<file path="config.mk">
export PLATFORM = sky130hd
export DESIGN_NAME = alu_seq_flat
export DESIGN_NICKNAME = d
export VERILOG_FILES = /design/src/rtl/alu_pkg.sv /design/src/rtl/alu_seq_if.sv /design/src/rtl/alu_div_iter.sv /design/src/rtl/alu_seq.sv /design/src/flat_wrapper.sv
export SDC_FILE = /design/constraint.sdc
export NUM_CORES = 1
export LEC_CHECK = 0
export ABC_AREA = 1
export ABC_CLOCK_PERIOD_IN_PS = 2200
export BUFFER_PORTS_ARGS = -buffer_cell sky130_fd_sc_hd__clkbuf_2
export CORE_MARGIN = 2
export CORE_UTILIZATION = 40
export CTS_CLUSTER_DIAMETER = 100
export CTS_CLUSTER_SIZE = 8
export DETAILED_ROUTE_END_ITERATION = 10
export GPL_ROUTABILITY_DRIVEN = 0
export HOLD_SLACK_MARGIN = 0.03
export SYNTH_ARGS = -nofsm -noshare
export SYNTH_HDL_FRONTEND = slang
export SYNTH_SLANG_ARGS = --single-unit
</file>
<file path="constraint.sdc">
create_clock -name clk -period 2.2 [get_ports clk]
set_clock_uncertainty 0.1 [all_clocks]
set_input_delay 0.11 -clock clk [delete_from_list [all_inputs] [get_ports clk]]
set_output_delay 0.11 -clock clk [all_outputs]
set_load 0.02 [all_outputs]
</file>
<file path="src/rtl/alu_pkg.sv">
// Shared opcode encodings and controller state type for the sequential ALU.
// The opcode space is fully decoded, so every 3-bit value names an operation.
package alu_pkg;

    localparam logic [2:0] OP_PASS = 3'b000;
    localparam logic [2:0] OP_ADD  = 3'b001;
    localparam logic [2:0] OP_SUB  = 3'b010;
    localparam logic [2:0] OP_DIV  = 3'b011;
    localparam logic [2:0] OP_MOD  = 3'b100;
    localparam logic [2:0] OP_SHL1 = 3'b101;
    localparam logic [2:0] OP_SHR1 = 3'b110;
    localparam logic [2:0] OP_GT   = 3'b111;

    typedef enum logic [1:0] {
        IDLE = 2'b00,
        DIV  = 2'b01,
        DONE = 2'b10
    } state_t;

endpackage

</file>
<file path="src/rtl/alu_seq_if.sv">
// Request/response bundle of the sequential ALU: operand handshake in, result handshake out.
// The master drives operations and accepts results; the slave is the ALU itself.
interface alu_seq_if #(
    parameter int WIDTH = 8
);
    logic             in_valid;
    logic             in_ready;
    logic [WIDTH-1:0] a;
    logic [WIDTH-1:0] b;
    logic [2:0]       sel;
    logic             out_valid;
    logic             out_ready;
    logic [WIDTH:0]   out;
    logic             zero;
    logic             err;

    modport master (
        output in_valid, a, b, sel, out_ready,
        input  in_ready, out_valid, out, zero, err
    );

    modport slave (
        input  in_valid, a, b, sel, out_ready,
        output in_ready, out_valid, out, zero, err
    );
endinterface

</file>
<file path="src/rtl/alu_div_iter.sv">
// Restoring divider producing one quotient bit per cycle. The first bit is resolved on the
// start edge, so done pulses WIDTH-1 cycles later with quotient/remainder already settled.
module alu_div_iter #(
    parameter int WIDTH = 8
) (
    input  logic             clk,
    input  logic             rst,
    input  logic             start,
    input  logic [WIDTH-1:0] dividend,
    input  logic [WIDTH-1:0] divisor,
    output logic             busy,
    output logic             done,
    output logic [WIDTH-1:0] quotient,
    output logic [WIDTH-1:0] remainder
);
    localparam int CW = (WIDTH > 2) ? $clog2(WIDTH) : 1;
    localparam logic [CW-1:0] CNT_INIT = CW'(WIDTH - 1);
    localparam logic [CW-1:0] CNT_LAST = CW'(1);

    logic [WIDTH-1:0] q_r;
    logic [WIDTH-1:0] rem_r;
    logic [WIDTH-1:0] d_r;
    logic [CW-1:0]    cnt_r;
    logic             busy_r;
    logic             done_r;
    logic [WIDTH:0]   step_s;

    // One restoring step: returns {quotient bit, new remainder}; rem < dv keeps the result in WIDTH bits.
    function automatic logic [WIDTH:0] div_step(input logic [WIDTH-1:0] rem,
                                                input logic bit_in,
                                                input logic [WIDTH-1:0] dv);
        logic [WIDTH:0] trial;
        logic [WIDTH:0] diff;
        trial = {rem, bit_in};
        diff  = trial - {1'b0, dv};
        if (trial >= {1'b0, dv}) begin
            return {1'b1, diff[WIDTH-1:0]};
        end else begin
            return {1'b0, trial[WIDTH-1:0]};
        end
    endfunction

    // Select the step operands: fresh operands on start, running state otherwise.
    always_comb begin
        step_s = {(WIDTH+1){1'b0}};
        if (start) begin
            step_s = div_step({WIDTH{1'b0}}, dividend[WIDTH-1], divisor);
        end else begin
            step_s = div_step(rem_r, q_r[WIDTH-1], d_r);
        end
    end

    // Shift register holds remaining dividend bits at the top and quotient bits at the bottom.
    always_ff @(posedge clk) begin
        if (rst) begin
            q_r    <= {WIDTH{1'b0}};
            rem_r  <= {WIDTH{1'b0}};
            d_r    <= {WIDTH{1'b0}};
            cnt_r  <= {CW{1'b0}};
            busy_r <= 1'b0;
            done_r <= 1'b0;
        end else begin
            done_r <= 1'b0;
            if (start) begin
                d_r    <= divisor;
                rem_r  <= step_s[WIDTH-1:0];
                q_r    <= {dividend[WIDTH-2:0], step_s[WIDTH]};
                cnt_r  <= CNT_INIT;
                busy_r <= 1'b1;
            end else if (busy_r) begin
                rem_r <= step_s[WIDTH-1:0];
                q_r   <= {q_r[WIDTH-2:0], step_s[WIDTH]};
                cnt_r <= cnt_r - CW'(1);
                if (cnt_r == CNT_LAST) begin
                    busy_r <= 1'b0;
                    done_r <= 1'b1;
                end
            end
        end
    end

    assign busy      = busy_r;
    assign done      = done_r;
    assign quotient  = q_r;
    assign remainder = rem_r;

endmodule

</file>
<file path="src/rtl/alu_seq.sv">
// Sequential ALU: single-cycle ops go straight to DONE, non-zero div/mod detour through
// the iterative divider. One operation is in flight at a time; all outputs are registered.
module alu_seq
    import alu_pkg::*;
#(
    parameter int WIDTH = 8
) (
    input  logic     clk,
    input  logic     rst,
    alu_seq_if.slave bus
);
    state_t           state_r;
    logic             in_ready_r;
    logic             out_valid_r;
    logic [WIDTH:0]   out_r;
    logic             zero_r;
    logic             err_r;
    logic             op_mod_r;

    logic [WIDTH:0]   res_s;
    logic [WIDTH:0]   a_x_s;
    logic [WIDTH:0]   b_x_s;
    logic [WIDTH:0]   div_res_s;
    logic             is_div_s;
    logic             b_zero_s;
    logic             div_start_s;
    logic             div_busy_s;
    logic             div_done_s;
    logic [WIDTH-1:0] quo_s;
    logic [WIDTH-1:0] rem_s;

    // Single-cycle result; the div/mod entries only matter for the divide-by-zero case.
    always_comb begin
        a_x_s = {1'b0, bus.a};
        b_x_s = {1'b0, bus.b};
        res_s = {(WIDTH+1){1'b0}};
        case (bus.sel)
            OP_PASS: res_s = a_x_s;
            OP_ADD:  res_s = a_x_s + b_x_s;
            OP_SUB:  res_s = a_x_s - b_x_s;
            OP_DIV:  res_s = {1'b0, {WIDTH{1'b1}}};
            OP_MOD:  res_s = a_x_s;
            OP_SHL1: res_s = {bus.a, 1'b0};
            OP_SHR1: res_s = {2'b00, bus.a[WIDTH-1:1]};
            OP_GT: begin
                if (bus.a > bus.b) begin
                    res_s = {{WIDTH{1'b0}}, 1'b1};
                end else begin
                    res_s = {(WIDTH+1){1'b0}};
                end
            end
            default: res_s = {(WIDTH+1){1'b0}};
        endcase
    end

    // Operation classification and divider launch on accept.
    always_comb begin
        is_div_s    = (bus.sel == OP_DIV) || (bus.sel == OP_MOD);
        b_zero_s    = (bus.b == {WIDTH{1'b0}});
        div_start_s = (state_r == IDLE) && bus.in_valid && is_div_s && !b_zero_s;
        if (op_mod_r) begin
            div_res_s = {1'b0, rem_s};
        end else begin
            div_res_s = {1'b0, quo_s};
        end
    end

    alu_div_iter #(.WIDTH(WIDTH)) u_div (
        .clk       (clk),
        .rst       (rst),
        .start     (div_start_s),
        .dividend  (bus.a),
        .divisor   (bus.b),
        .busy      (div_busy_s),
        .done      (div_done_s),
        .quotient  (quo_s),
        .remainder (rem_s)
    );

    // Controller FSM with registered handshake and result outputs.
    always_ff @(posedge clk) begin
        if (rst) begin
            state_r     <= IDLE;
            in_ready_r  <= 1'b1;
            out_valid_r <= 1'b0;
            out_r       <= {(WIDTH+1){1'b0}};
            zero_r      <= 1'b0;
            err_r       <= 1'b0;
            op_mod_r    <= 1'b0;
        end else begin
            case (state_r)
                IDLE: begin
                    if (bus.in_valid) begin
                        in_ready_r <= 1'b0;
                        if (is_div_s && !b_zero_s) begin
                            state_r  <= DIV;
                            op_mod_r <= (bus.sel == OP_MOD);
                        end else begin
                            state_r     <= DONE;
                            out_valid_r <= 1'b1;
                            out_r       <= res_s;
                            zero_r      <= (res_s == {(WIDTH+1){1'b0}});
                            err_r       <= is_div_s && b_zero_s;
                        end
                    end
                end
                DIV: begin
                    if (div_done_s) begin
                        state_r     <= DONE;
                        out_valid_r <= 1'b1;
                        out_r       <= div_res_s;
                        zero_r      <= (div_res_s == {(WIDTH+1){1'b0}});
                        err_r       <= 1'b0;
                    end else if (!div_busy_s) begin
                        // Divider lost its operation: recover to IDLE rather than wait forever.
                        state_r    <= IDLE;
                        in_ready_r <= 1'b1;
                    end
                end
                DONE: begin
                    if (bus.out_ready) begin
                        state_r     <= IDLE;
                        out_valid_r <= 1'b0;
                        in_ready_r  <= 1'b1;
                    end
                end
                default: begin
                    state_r     <= IDLE;
                    in_ready_r  <= 1'b1;
                    out_valid_r <= 1'b0;
                end
            endcase
        end
    end

    assign bus.in_ready  = in_ready_r;
    assign bus.out_valid = out_valid_r;
    assign bus.out       = out_r;
    assign bus.zero      = zero_r;
    assign bus.err       = err_r;

endmodule

</file>
<file path="src/flat_wrapper.sv">
// flat-port wrapper written by rule: the top's interface ports become plain ports
module alu_seq_flat import alu_pkg::*;
#(
    parameter int WIDTH = 8
)
  (clk, rst, bus_in_valid, bus_a, bus_b, bus_sel, bus_out_ready, bus_in_ready, bus_out_valid, bus_out, bus_zero, bus_err);
  alu_seq_if #(.WIDTH(WIDTH)) bus_i ();
  input  logic clk;
  input  logic rst;
  input wire logic [$bits(bus_i.in_valid)-1:0] bus_in_valid;
  input wire logic [$bits(bus_i.a)-1:0] bus_a;
  input wire logic [$bits(bus_i.b)-1:0] bus_b;
  input wire logic [$bits(bus_i.sel)-1:0] bus_sel;
  input wire logic [$bits(bus_i.out_ready)-1:0] bus_out_ready;
  output wire logic [$bits(bus_i.in_ready)-1:0] bus_in_ready;
  output wire logic [$bits(bus_i.out_valid)-1:0] bus_out_valid;
  output wire logic [$bits(bus_i.out)-1:0] bus_out;
  output wire logic [$bits(bus_i.zero)-1:0] bus_zero;
  output wire logic [$bits(bus_i.err)-1:0] bus_err;
  assign bus_i.in_valid = bus_in_valid;
  assign bus_i.a = bus_a;
  assign bus_i.b = bus_b;
  assign bus_i.sel = bus_sel;
  assign bus_i.out_ready = bus_out_ready;
  assign bus_in_ready = bus_i.in_ready;
  assign bus_out_valid = bus_i.out_valid;
  assign bus_out = bus_i.out;
  assign bus_zero = bus_i.zero;
  assign bus_err = bus_i.err;
  alu_seq #(.WIDTH(WIDTH)) u_core (.clk(clk), .rst(rst), .bus(bus_i));
endmodule
</file>
**Word level (Yosys, flattened, before mapping)**

Index checks and enable logic that the tools add are counted.

- Bits in registers: 45
- Bits of input ports: 23
- Word-level logic and storage cells: 104

- $add $sub $neg: 5
- Order comparisons: 3
- Equality and inequality tests: 17
- Mux-type cells: 44
- Bitwise gates (word level): 1
- Reductions and logical operators: 21

Operator list:

| cell | number |
|---|---|
| $pmux 9 s7 | 1 |
| $mux 9 | 6 |
| $mux 8 | 5 |
| $mux 1 | 19 |
| $logic_not 9->1 | 2 |
| $pmux 9 s2 | 1 |
| $eq 3x3->1 const B | 4 |
| $ne 2x2->1 const B | 6 |
| $reduce_and 4->1 | 3 |
| $mux 2 | 5 |
| $add 8x8->9 | 1 |
| $ge 9x8->1 | 1 |
| $sub 8x8->9 | 1 |
| $ge 1x8->1 | 1 |
| $gt 8x8->1 | 1 |
| $logic_not 8->1 | 1 |
| $sub 1x8->8 | 1 |
| $sub 8x8->8 | 1 |
| $eq 3x1->1 const B | 2 |
| $eq 3x2->1 const B | 2 |
| $mux 3 | 2 |
| $pmux 1 s3 | 2 |
| $pmux 2 s3 | 1 |
| $reduce_and 3->1 | 2 |
| 14 further kinds | 20 |

**Logic depth before layout (Yosys ltp)**

Gate-level depths: netlist of run 1.

- Depth after elaboration: 7
- Gate-level depth with buffers: 16
- Mapped depth without buffers: 15

**By module**

A second synthesis of run 1 with hierarchy kept.

- Cell total of the unflattened synthesis: 644
- Area, all modules: 4063.9 um2

Modules (own cells, without submodules):

| module | instances | cells an instance | area an instance (um2) |
|---|---|---|---|
| alu_seq | 1 | 364 | 2132.0 |
| alu_div_iter | 1 | 280 | 1931.9 |

**Worst setup path before layout of run 1**

No wires, ideal clock.

- Path kind: register to register
- Start point: register u_core.u_div.d_r[1]
- End point: register u_core.u_div.rem_r[3], in the netlist u_core.u_div.remainder[3]
- Library setup time: 122 ps
- Arrival: 1674 ps
- Data required time: 1978 ps
- Slack: 303 ps
- Stages on the path, launching flop included: 13
- Buffers on the path: 1
- Cells stage by stage: dfxtp_1 -> inv_1 -> ha_1 -> nand2_1 -> o21ai_1 -> nand3_1 -> nand3_1 -> nand2_1 -> nand2_1 -> buf_2 -> nand2_1 -> o211ai_1 -> a21oi_1

- Cells in the longest elaborated chain, start to end: 5
- Elaborated cells between the ends (all ways): 6
- Classes of those cells: add/sub (1); order compare (1); mux (4)

RTL lines:

| item | line | text |
|---|---|---|
| start, declared | alu_div_iter.sv:22 | `logic [WIDTH-1:0] d_r;` |
| start signal, assigned | alu_div_iter.sv:58 | `d_r <= {WIDTH{1'b0}};` |
| start signal, assigned | alu_div_iter.sv:65 | `d_r <= divisor;` |
| $sub 8x8->8 or $ge 9x8->1 (tied branches) | alu_div_iter.sv:35, alu_div_iter.sv:36 |  |
| $mux 9 * | alu_div_iter.sv:36 | `if (trial >= {1'b0, dv}) begin` |
| $mux 9 * | alu_div_iter.sv:46 | `if (start) begin` |
| $mux 8 | alu_div_iter.sv:70 | `end else if (busy_r) begin` |
| $mux 8 * | alu_div_iter.sv:64 | `if (start) begin` |
| end signal, assigned | alu_div_iter.sv:57 | `rem_r <= {WIDTH{1'b0}};` |
| end signal, assigned | alu_div_iter.sv:66 | `rem_r <= step_s[WIDTH-1:0];` |
| end signal, assigned | alu_div_iter.sv:71 | `rem_r <= step_s[WIDTH-1:0];` |
| end, declared | alu_div_iter.sv:21 | `logic [WIDTH-1:0] rem_r;` |

Mark *: on every way between the ends. The rest lies on a longest branch, timed or not. The select of a mux whose other input is x is not followed.
A chain may end at the register's enable or synchronous reset.

**Worst setup path in the final report of run 1**

- Start point: register u_core.u_div.q_r[7], in the netlist u_core.u_div.quotient[7]
- End point: register u_core.u_div.rem_r[6], in the netlist u_core.u_div.remainder[6]

- Cells in the longest elaborated chain, start to end: 5
- Elaborated cells between the ends (all ways): 6
- Classes of those cells: add/sub (1); order compare (1); mux (4)

RTL lines:

| item | line | text |
|---|---|---|
| start, declared | alu_div_iter.sv:20 | `logic [WIDTH-1:0] q_r;` |
| start signal, assigned | alu_div_iter.sv:56 | `q_r <= {WIDTH{1'b0}};` |
| start signal, assigned | alu_div_iter.sv:67 | `q_r <= {dividend[WIDTH-2:0], step_s[WIDTH]};` |
| start signal, assigned | alu_div_iter.sv:72 | `q_r <= {q_r[WIDTH-2:0], step_s[WIDTH]};` |
| $sub 8x8->8 or $ge 9x8->1 (tied branches) | alu_div_iter.sv:35, alu_div_iter.sv:36 |  |
| $mux 9 * | alu_div_iter.sv:36 |  |
| $mux 9 * | alu_div_iter.sv:46 |  |
| $mux 8 | alu_div_iter.sv:70 |  |
| $mux 8 * | alu_div_iter.sv:64 |  |

Marks and branches as above.

==> results of run 1 <==
==> worst paths after layout <==
path                            startpoint                         to
setup / recovery  u_core.u_div.quotient[7]  u_core.u_div.remainder[6]
hold / removal                    bus_b[7]        u_core.u_div.d_r[7]
setup reg to reg  u_core.u_div.quotient[7]  u_core.u_div.remainder[6]
hold reg to reg             u_core.bus.err             u_core.bus.err
==> stage by stage <==
stage / area [um^2] / setup WS, ns / instances
2_1_floorplan: 3790 / 0.303 / 589
6_report: 4320 / 0.196 / 769
5_1_grt: 4320 / 0.0157 / 769
4_1_cts: 4310 / 0.150 / 769
3_3_place_gp: 4180 / -0.0319 / 757
3_5_place_dp: 4180 / 0.0150 / 757
==> synthesized netlist by cell type (all sizes together) <==
master / instances / area (um^2)
a21oi: 63 / 334
nand3b: 1 / 20.0
nor3: 5 / 25.0
nor2: 54 / 265
buf: 12 / 96.3
fa: 3 / 60.1
clkbuf: 5 / 18.8
o21bai: 1 / 7.51
a31oi: 5 / 31.3
or2: 1 / 6.26
o22ai: 2 / 12.5
o211ai: 8 / 65.1
nor4: 1 / 6.26
mux2i: 2 / 20.0
ha: 28 / 350
nand4: 11 / 75.1
o2111ai: 1 / 8.76
inv: 87 / 327
xor2: 5 / 43.8
nand2: 147 / 579
o21ai: 52 / 268
dfxtp: 45 / 901
nand3: 45 / 230
xnor2: 3 / 26.3
and2: 1 / 6.26
o221ai: 1 / 8.76
==> layout make-up <==
type                    count  area [um^2]  share of cell area, %
flip-flops and latches     45          901                   20.9
multi-input cells         440         2450                   56.8
inverters                  87          327                   7.57
well taps                 129          161                   3.74
repair buffers             60          385                   8.93
clock buffers               5         68.8                   1.59
clock inverters             3         21.3                  0.493
==> registers in the layout, indices dropped and copies added, names as in the netlist <==
register	count
u_core.u_div.remainder	8
u_core.bus.out_valid	1
u_core.bus.err	1
u_core.op_mod_r	1
u_core.bus.out	9
u_core.bus.in_ready	1
u_core.u_div.done	1
u_core.u_div.busy	1
u_core.bus.zero	1
u_core.state_r	2
u_core.u_div.cnt_r	3
u_core.u_div.quotient	8
u_core.u_div.d_r	8
==> worst reg2reg max path: cells and delay by family, from the launching register on <==
family / cells / cell delay [ns]
DFF: 1 / 0.35
and+or+nand+nor: 6 / 0.40
xor gates and xnor gates: 1 / 0.14
AOI/OAI and AO/OA: 2 / 0.19
buffers and inverters: 2 / 0.14
adders and majority gates: 2 / 0.63
==> timing repair <==
item / 4_1_cts / 5_1_grt
endpoints found under the setup margin: 0 / 4
hold buffers: 4 / 0
resized for setup: 0 / 1
hold endpoints to repair: 4 / 0
setup buffers: 0 / 0
==> cells by family (layout without fill, tap and decap cells) <==
group                      after synthesis  count (layout)  synth area share [%]
and+or+nand+nor                        266             266                  32.0
AOI/OAI and AO/OA                      133             133                  19.4
DFF                                     45              45                  23.8
xor gates and xnor gates                 8               8                  1.85
buffers and inverters                  104             155                  11.6
muxes                                    2               2                 0.528
adders and majority gates               31              31                  10.8
==> per-layer routing <==
metal / vias to the layer above / GRT usage [%] / wire length [um]
met5: - / 0 / 0
met4: 0 / 6.96 / 298
met3: 28 / 2.42 / 625
met2: 127 / 39.5 / 5290
met1: 1805 / 29.7 / 4980
li1: 2033 / - / -
==> power groups by stage <==
| stage | sequential (mW) | combinational, mW | clock [mW] |
|---|---|---|---|
| after floorplan | 0.987 | 0.761 | 0 |
| after global placement | 0.964 | 1.08 | 0 |
| after detailed placement | 0.966 | 1.09 | 0 |
| after CTS | 0.948 | 1.10 | 0.561 |
| after global routing | 0.958 | 1.25 | 0.584 |
| final | 0.947 | 1.11 | 0.547 |
==> impl_results.md, run 1 <==
- RSZ-0062 raised after global routing: no
- DP Wirelength: 8.99 mm
- Final slew viol count: 0
- Layout Utilization: 46.7%
- GR Util All Layers: ~23%
- Remaining Overflow, GRT: 0
- Synth Cell Area: around 3800 um^2
- Yosys reg bits: 45
- CTS max path bufs: 2
- Global-route wire length before repair: ~19 mm
- Post-Synthesis Cells: 589
- Clock power share: 21.0%
- Number of routed nets with antenna violations: 0
- Largest net degree at the start of global routing: 20
- Initial antenna violation count: 0
- DR iter-0 viols: 312
- Crit path top cell by count: nand2_1
- Pleak: just over 2 nW
- Final setup viols: 0
- Crit path DAT: between 2 and 2.5 ns
- Total die area: 10300 um^2
- Residual DRC: 0
- Worst Tran Pin Value: roughly 0.45 ns
- Buffers on Ports: 35
- P_int: roughly 1.5 mW
- Nets: about 690
- Yosys warns: 0
- Die width: 101 um
- CP Class: reg2reg
- Sequential element share of the synthesized area: 23.8%
- Worst path slowest cell: fa_1
- Min Tclk post-route: ~2.0 ns
- Die Y-Extent: 101 um
- Vias in the first global route: about 3800
- Worst Hold Slack: 0.0348 ns
- Sw Ratio: 41.2%
- Area growth from synthesis to layout: 13.8%
- CTS root buffer: clkbuf_8
- Psw: about 1.1 mW
- CTS buffer count: 5
- Hold WC Path Type: in2reg
- P per Cell Area: 603 nW/um^2
- Most frequent cells in the layout: nand2_1 (141), inv_1 (79), a21oi_1 (60)
- Share of power burned in combinational logic: 42.6%
- Max Clock Freq: 499 MHz
- Crit path depth: 13
- Buf/Inv on CP: 2
- Average wire per standard cell: 14.6 um
- Final hold vios: 0
- Fill cell count: 1006
- CP peak stage delay: ~0.41 ns
- Drt via density: 5.19
- Share of cells above drive strength 1: 15.0%
- Number of max-cap violations: 0
- Total routed wirelength: 11.2 mm
- Crit Path Max Fanout: 3
- Largest delay share family, worst path: adder cells
- Critical-path cell list: inv_1, ha_1, fa_1, inv_1, nand2_1, nand2_1, nand2_1, nand2_1, a21oi_1, xor2_1, nand2_1, nand3_1, a21oi_1
- I/O pin total: 36
- Total design power: 2.60 mW
- Initial Util: 41.0%
- Seq pwr share: 36.4%
- Cells on worst reg2reg path: 13
- TNS Setup: 0 ns
- Pre-antenna DRT Iters: 8
- CTS tree: done
- WHS Path Cells: 3
- Status: completed
- Req. time, crit path: 2.35 ns
- Most common cell after layout, fill and taps aside: nand2_1
- Synthesized area per cell: roughly 6.4 um^2
- Flop2flop setup slack: 0.20 ns
- Reg clk slew, reported paths: ~0.10 ns
- Critical Path Source Type: register
- Core Region: 9240 um^2
- Critical path capture point type: register
- Mapped Nets: around 640
- Clk sinks: 45
- H-tree lvl count: 2
- Cell variety after synth: 41
- Std-Cell Rows: 35
- Slew margin rel.: 69.4%
- Max VDD drop: 0.284 mV
- Ant. Diodes: 0
- Final Cycle Share: 91.1%
- Clock Latency Late Sink: 0.31 ns
- Vias: 3993
(Power assumes the default switching activity.)
==> run 2, diff against run 1 <==
--- a/config.mk
+++ b/config.mk
@@ -7,12 +7,12 @@
 export LEC_CHECK = 0
 export ABC_AREA = 1
 export ABC_CLOCK_PERIOD_IN_PS = 2200
-export BUFFER_PORTS_ARGS = -buffer_cell sky130_fd_sc_hd__clkbuf_2
 export CORE_MARGIN = 2
 export CORE_UTILIZATION = 40
 export CTS_CLUSTER_DIAMETER = 100
 export CTS_CLUSTER_SIZE = 8
 export DETAILED_ROUTE_END_ITERATION = 10
+export DONT_BUFFER_PORTS = 1
 export GPL_ROUTABILITY_DRIVEN = 0
 export HOLD_SLACK_MARGIN = 0.03
 export SYNTH_ARGS = -nofsm -noshare
==> run 2 against run 1 <==
  * Total power down 1.7%
  * Clock power up 7.9%
  * Non-clock buffer count down 37
  * Register-to-register slack about the same
  * Combinational power down 12%
  * Clock-buffer cell count unchanged
  * Die area unchanged
  * Final cell count down 4.8%
  * Sequential share of layout area up 0.83 points
  * Design area down 3.8%
  * Maximum frequency down 0.18%
  * Critical path type unchanged
  * Critical endpoint is now u_core.u_div.remainder[0]
==> impl_results.md, run 2 (synthesis gave the netlist of run 1 again) <==
- Hold wc startpoint: bus_a[0]
- Most frequent cells in the layout: nand2_1 (142), inv_1 (79), a21oi_1 (60)
- Final setup viols: 0
- Clock Latency Late Sink: 0.32 ns
- P per Cell Area: approximately 600 nW/um^2
- Worst Hold End: u_core.u_div.quotient[1]
- Fill cell count: 979
- I/O pin total: 36
- Dpl cell area: 3890 um^2
- Final slew viol count: 0
- Reg clk slew, reported paths: 0.11 ns
- Pleak: roughly 1.9 nW
- Crit path DAT: 2.08 ns
- Slew margin rel.: 48.3%
- Average wire per standard cell: 15.0 um
- Max FFs per register: 9
- # Post-CTS Setup Buffers: 0
- Nets: 656
- Status: completed
- RSZ-0062 raised after global routing: no
- H-tree lvl count: 2
- Drt via density: ~5.3
- Critical Path Source Type: register
- CTS tree: done
- Ant. Diodes: 0
- Final instance area: 4150 um^2
- Initial antenna violation count: 0
- Largest net degree at the start of global routing: 28
- Total die area: 10300 um^2
- Met3 wire len: between 500 and 600 um
- CTS buffer count: 5
- Vias in the first global route: 3817
- Crit Reg-Reg Startpoint: u_core.u_div.d_r[1]
- CP Class: reg2reg
- Number of routed nets with antenna violations: 0
- Final Cycle Share: between 90 and 100%
- Initial Util: 41.0%
- Max VDD drop: 0.324 mV
- Critical path capture point type: register
- Global-route wire length before repair: 18.5 mm
- Pre-antenna DRT Iters: 5
- CTS root buffer: clkbuf_8
- Area growth from synthesis to layout: 9.47%
- WHS Path Cells: 4
- Vias: 3864
- Remaining Overflow, GRT: 0
- Share of cells above drive strength 1: under 10%
- Cells on worst reg2reg path: 12
- Max Clock Freq: 498 MHz
- Clk sinks: 45
- Die width: 101 um
- Flop2flop setup slack: ~0.19 ns
- Core Region: a little over 9000 um^2
- Min Tclk post-route: 2.01 ns
- Routed met2 length: 5.32 mm
- DR top layer: met4
- Std-Cell Rows: 35
- Buffers on Ports: 0
- Total routed wirelength: 11.0 mm
- DR iter-0 viols: 259
- Residual DRC: 0
- GR Util All Layers: 22.5%
- DP Wirelength: ~8.7 mm
- Die Y-Extent: ~100 um
- Reg2reg end: u_core.u_div.remainder[0]
- Number of max-cap violations: 0
- Worst Tran Pin Value: 0.775 ns
- Crit Path Max Fanout: 11
- Total design power: 2.56 mW
- Hold WC Path Type: in2reg
- M1 WL: 4.81 mm
- CTS max path bufs: 2
- TNS Setup: 0 ns
- Final hold vios: 0
- Most common cell after layout, fill and taps aside: nand2_1
- Req. time, crit path: 2.28 ns
## run 2: per-layer routing
layer / vias to the layer above / GRT usage [%]
li1: 1960 / -
met1: 1761 / 28.8
met2: 122 / 37.5
met3: 21 / 3.86
met4: 0 / 9.15
met5: - / 0
## run 2: report_power, final
part	switching [mW]	internal, mW	leakage [nW]
clock network	0.349	0.241	0.0511
logic	0.597	0.379	1.49
registers	0.101	0.890	0.368
total	1.05	1.51	1.91
## run 2: per-stage QoR
step	std cells	setup WS [ns]	hold WS (ns)	util, %
after floorplan	589	0.303	0.156	-
after detailed placement	708	0.141	0.0761	42.1
after global routing	732	0.00267	0.0762	44.9
after global placement	708	0.201	0.0764	42.1
final	732	0.192	0.0500	44.9
after CTS	732	0.191	0.0479	44.9
## run 2: area by class of cell
| type | count | area, um^2 | area share [%] |
|---|---|---|---|
| Sequential cell | 45 | 901 | 21.7 |
| Tap cell | 129 | 161 | 3.89 |
| Multi-Input combinational cell | 440 | 2450 | 59.1 |
| Clock inverter | 3 | 28.8 | 0.693 |
| Clock buffer | 5 | 68.8 | 1.66 |
| Timing Repair Buffer | 23 | 213 | 5.12 |
| Inverter | 87 | 327 | 7.87 |
## run 2: how the worst max path moves through the flow
| stage | start | end | cells after the start |
|---|---|---|---|
| floorplan | u_core.u_div.d_r[1] | u_core.u_div.remainder[3] | 12 |
| global placement | bus_a[0] | u_core.bus.zero | 15 |
| detailed placement | bus_b[4] | u_core.bus.zero | 10 |
| CTS | u_core.u_div.d_r[1] | u_core.u_div.remainder[0] | 12 |
| global route | u_core.u_div.d_r[1] | u_core.u_div.remainder[0] | 12 |
| finish | u_core.u_div.d_r[1] | u_core.u_div.remainder[0] | 12 |
## run 2: what timing repair did
item,in CTS,in global routing
setup endpoints to repair,0,2
gates resized for setup,0,1
hold buffers,16,0
endpoints found under the hold margin,28,0
## run 2: critical path, stage by stage (launching register included)
cell	delay, ns
dfxtp_1	0.37
inv_1	0.07
ha_1	0.30
nand2_1	0.05
o21ai_1	0.17
nand3_1	0.09
nand3_1	0.10
nand2_1	0.08
nand2_1	0.13
buf_4	0.19
nand2_1	0.06
o211ai_1	0.08
a21oi_1	0.08
==> run 3, diff against run 2 <==
--- a/config.mk
+++ b/config.mk
@@ -15,6 +15,7 @@
 export DONT_BUFFER_PORTS = 1
 export GPL_ROUTABILITY_DRIVEN = 0
 export HOLD_SLACK_MARGIN = 0.03
+export REMOVE_ABC_BUFFERS = 1
 export SYNTH_ARGS = -nofsm -noshare
 export SYNTH_HDL_FRONTEND = slang
 export SYNTH_SLANG_ARGS = --single-unit
==> run 3 against run 2 <==
  * Worst hold slack better by 0.018 ns
  * Clock power down 10%
  * Non-clock buffer count down 5
  * Final cell count down 0.68%
  * Sequential share of layout area up 0.16 points
  * Core utilization down 0.34 points
  * Largest cell class unchanged
  * Largest power group unchanged
  * Global-route usage down 0.47 points
  * Wire length up 0.58%
  * Maximum frequency down 1.6%
  * Combinational power up 0.4%
==> impl_results.md, run 3 (synthesis gave the netlist of run 1 again) <==
- Status: completed
- Drt via density: roughly 5.3
- Crit Path Max Fanout: 18
- Vias in the first global route: 3649
- GR Util All Layers: 22.0%
- Reg area: 901 um^2
- RSZ-0062 raised after global routing: no
- DP Wirelength: 8.70 mm
- Residual DRC: 0
- Total die area: between 10000 and 15000 um^2
- CTS max path bufs: 2
- Die width: 101 um
- Final setup margin: 0.158 ns
- Remaining Overflow, GRT: 0
- Critical path capture point type: register
- Core Region: 9240 um^2
- I/O pin total: 36
- Global-route wire length before repair: 18.0 mm
- Worst Tran Pin Value: about 0.85 ns
- P per Cell Area: 608 nW/um^2
- Worst path slowest cell: dfxtp_1
- Pre-CTS setup slack: about 0.10 ns
- CP peak stage delay: 0.40 ns
- Layout Utilization: roughly 45%
- Crit path DAT: 2.10 ns
- Number of routed nets with antenna violations: 0
- Max Clock Freq: between 400 and 500 MHz
- Die Y-Extent: 101 um
- Area occupied by multi-input gates: 2470 um^2
- Initial antenna violation count: 0
- Most frequent cells in the layout: nand2_1 (141), inv_1 (79), a21oi_1 (60)
- Number of max-cap violations: 0
- Std-Cell Rows: 35
- Final slew viol count: 0
- H-tree lvl count: 2
- Reg clk slew, reported paths: 0.09 ns
- Min Tclk post-route: 2.04 ns
- Final Cycle Share: between 90% and 100%
- Buffers on Ports: 0
- Most common cell after layout, fill and taps aside: nand2_1
- CTS tree: done
- Critical Path Source Type: register
- Fill cell count: 980
- Vias: about 3800
- Max FFs per register: 9
- Final setup viols: 0
- Total design power: 2.51 mW
- Total routed wirelength: 11.1 mm
- DR iter-0 viols: 232
- Max VDD drop: 0.290 mV
- Ant. Diodes: 0
- Final hold vios: 0
- Pleak: ~1.9 nW
- Nets: 651
- TNS Setup: 0 ns
- Initial Util: roughly 41%
- Clk sinks: between 40 and 50
- Average wire per standard cell: 15.2 um
- CTS root buffer: clkbuf_8
- Pre-antenna DRT Iters: 5
- Slew margin rel.: 43.4%
- Area growth from synthesis to layout: 8.64%
- Clock Latency Late Sink: 0.30 ns
- Critical-path cell list: nor2_1, nand2_1, nor2_2, nand2_4, nand2_4, inv_1, a21oi_1, nor2_1
- Worst Hold Slack: 0.0676 ns
- Hold WC Path Type: in2reg
- CP Class: reg2reg
- Largest net degree at the start of global routing: 28
- Share of cells above drive strength 1: 7.53%
- CTS buffer count: 5
- Req. time, crit path: 2.26 ns
==> run 3: routing by layer <==
layer	share of wire (%)	GRT usage (%)	vias to the layer above
met3	5.7	4.28	24
met2	48	36.9	132
met4	3.0	8.84	0
li1	-	-	1954
met1	43	27.8	1736
met5	0	0	-
==> run 3: power breakdown <==
part | switching (mW) | total [mW] | internal (mW)
Clock | 0.304 | 0.530 | 0.226
Combinational | 0.610 | 0.980 | 0.370
Sequential | 0.107 | 0.996 | 0.890
Total | 1.02 | 2.51 | 1.48
==> run 3: worst paths after layout <==
check	from	to	slack, ns	cells past startpoint
max	u_core.state_r[1]	u_core.u_div.quotient[1]	0.16	8
min reg2reg	u_core.u_div.d_r[3]	u_core.u_div.d_r[3]	0.37	2
min	bus_a[2]	u_core.u_div.quotient[3]	0.07	4
max reg2reg	u_core.state_r[1]	u_core.u_div.quotient[1]	0.16	8
==> run 3: critical path: cells and delay by family (launching register included) <==
| kind | cells | cell delay, ns |
|---|---|---|
| compound gates | 1 | 0.18 |
| flops | 1 | 0.40 |
| simple gates | 6 | 1.05 |
| buf+inv | 1 | 0.17 |
==> run 3: cell type report <==
class                           count  share of cell area (%)
Timing Repair Buffer               18                    4.19
Clock inverter                      3                   0.516
Tap cell                          129                    3.92
Multi-Input combinational cell    440                    59.9
Inverter                           87                    7.93
Clock buffer                        5                    1.67
Sequential cell                    45                    21.9
==> run 3: through the flow <==
step / instances / area (um^2)
after global routing: 727 / 4120
after floorplan: 572 / 3680
after detailed placement: 704 / 3860
final: 727 / 4120
after CTS: 727 / 4100
after global placement: 704 / 3860
==> run 3: repair_timing <==
| action | in CTS | in global routing |
|---|---|---|
| endpoints found under the setup margin | 0 | 5 |
| buffers inserted | 0 | 0 |
| hold endpoints to repair | 28 | 0 |
| gates resized for setup | 0 | 3 |
| hold buffers | 15 | 0 |
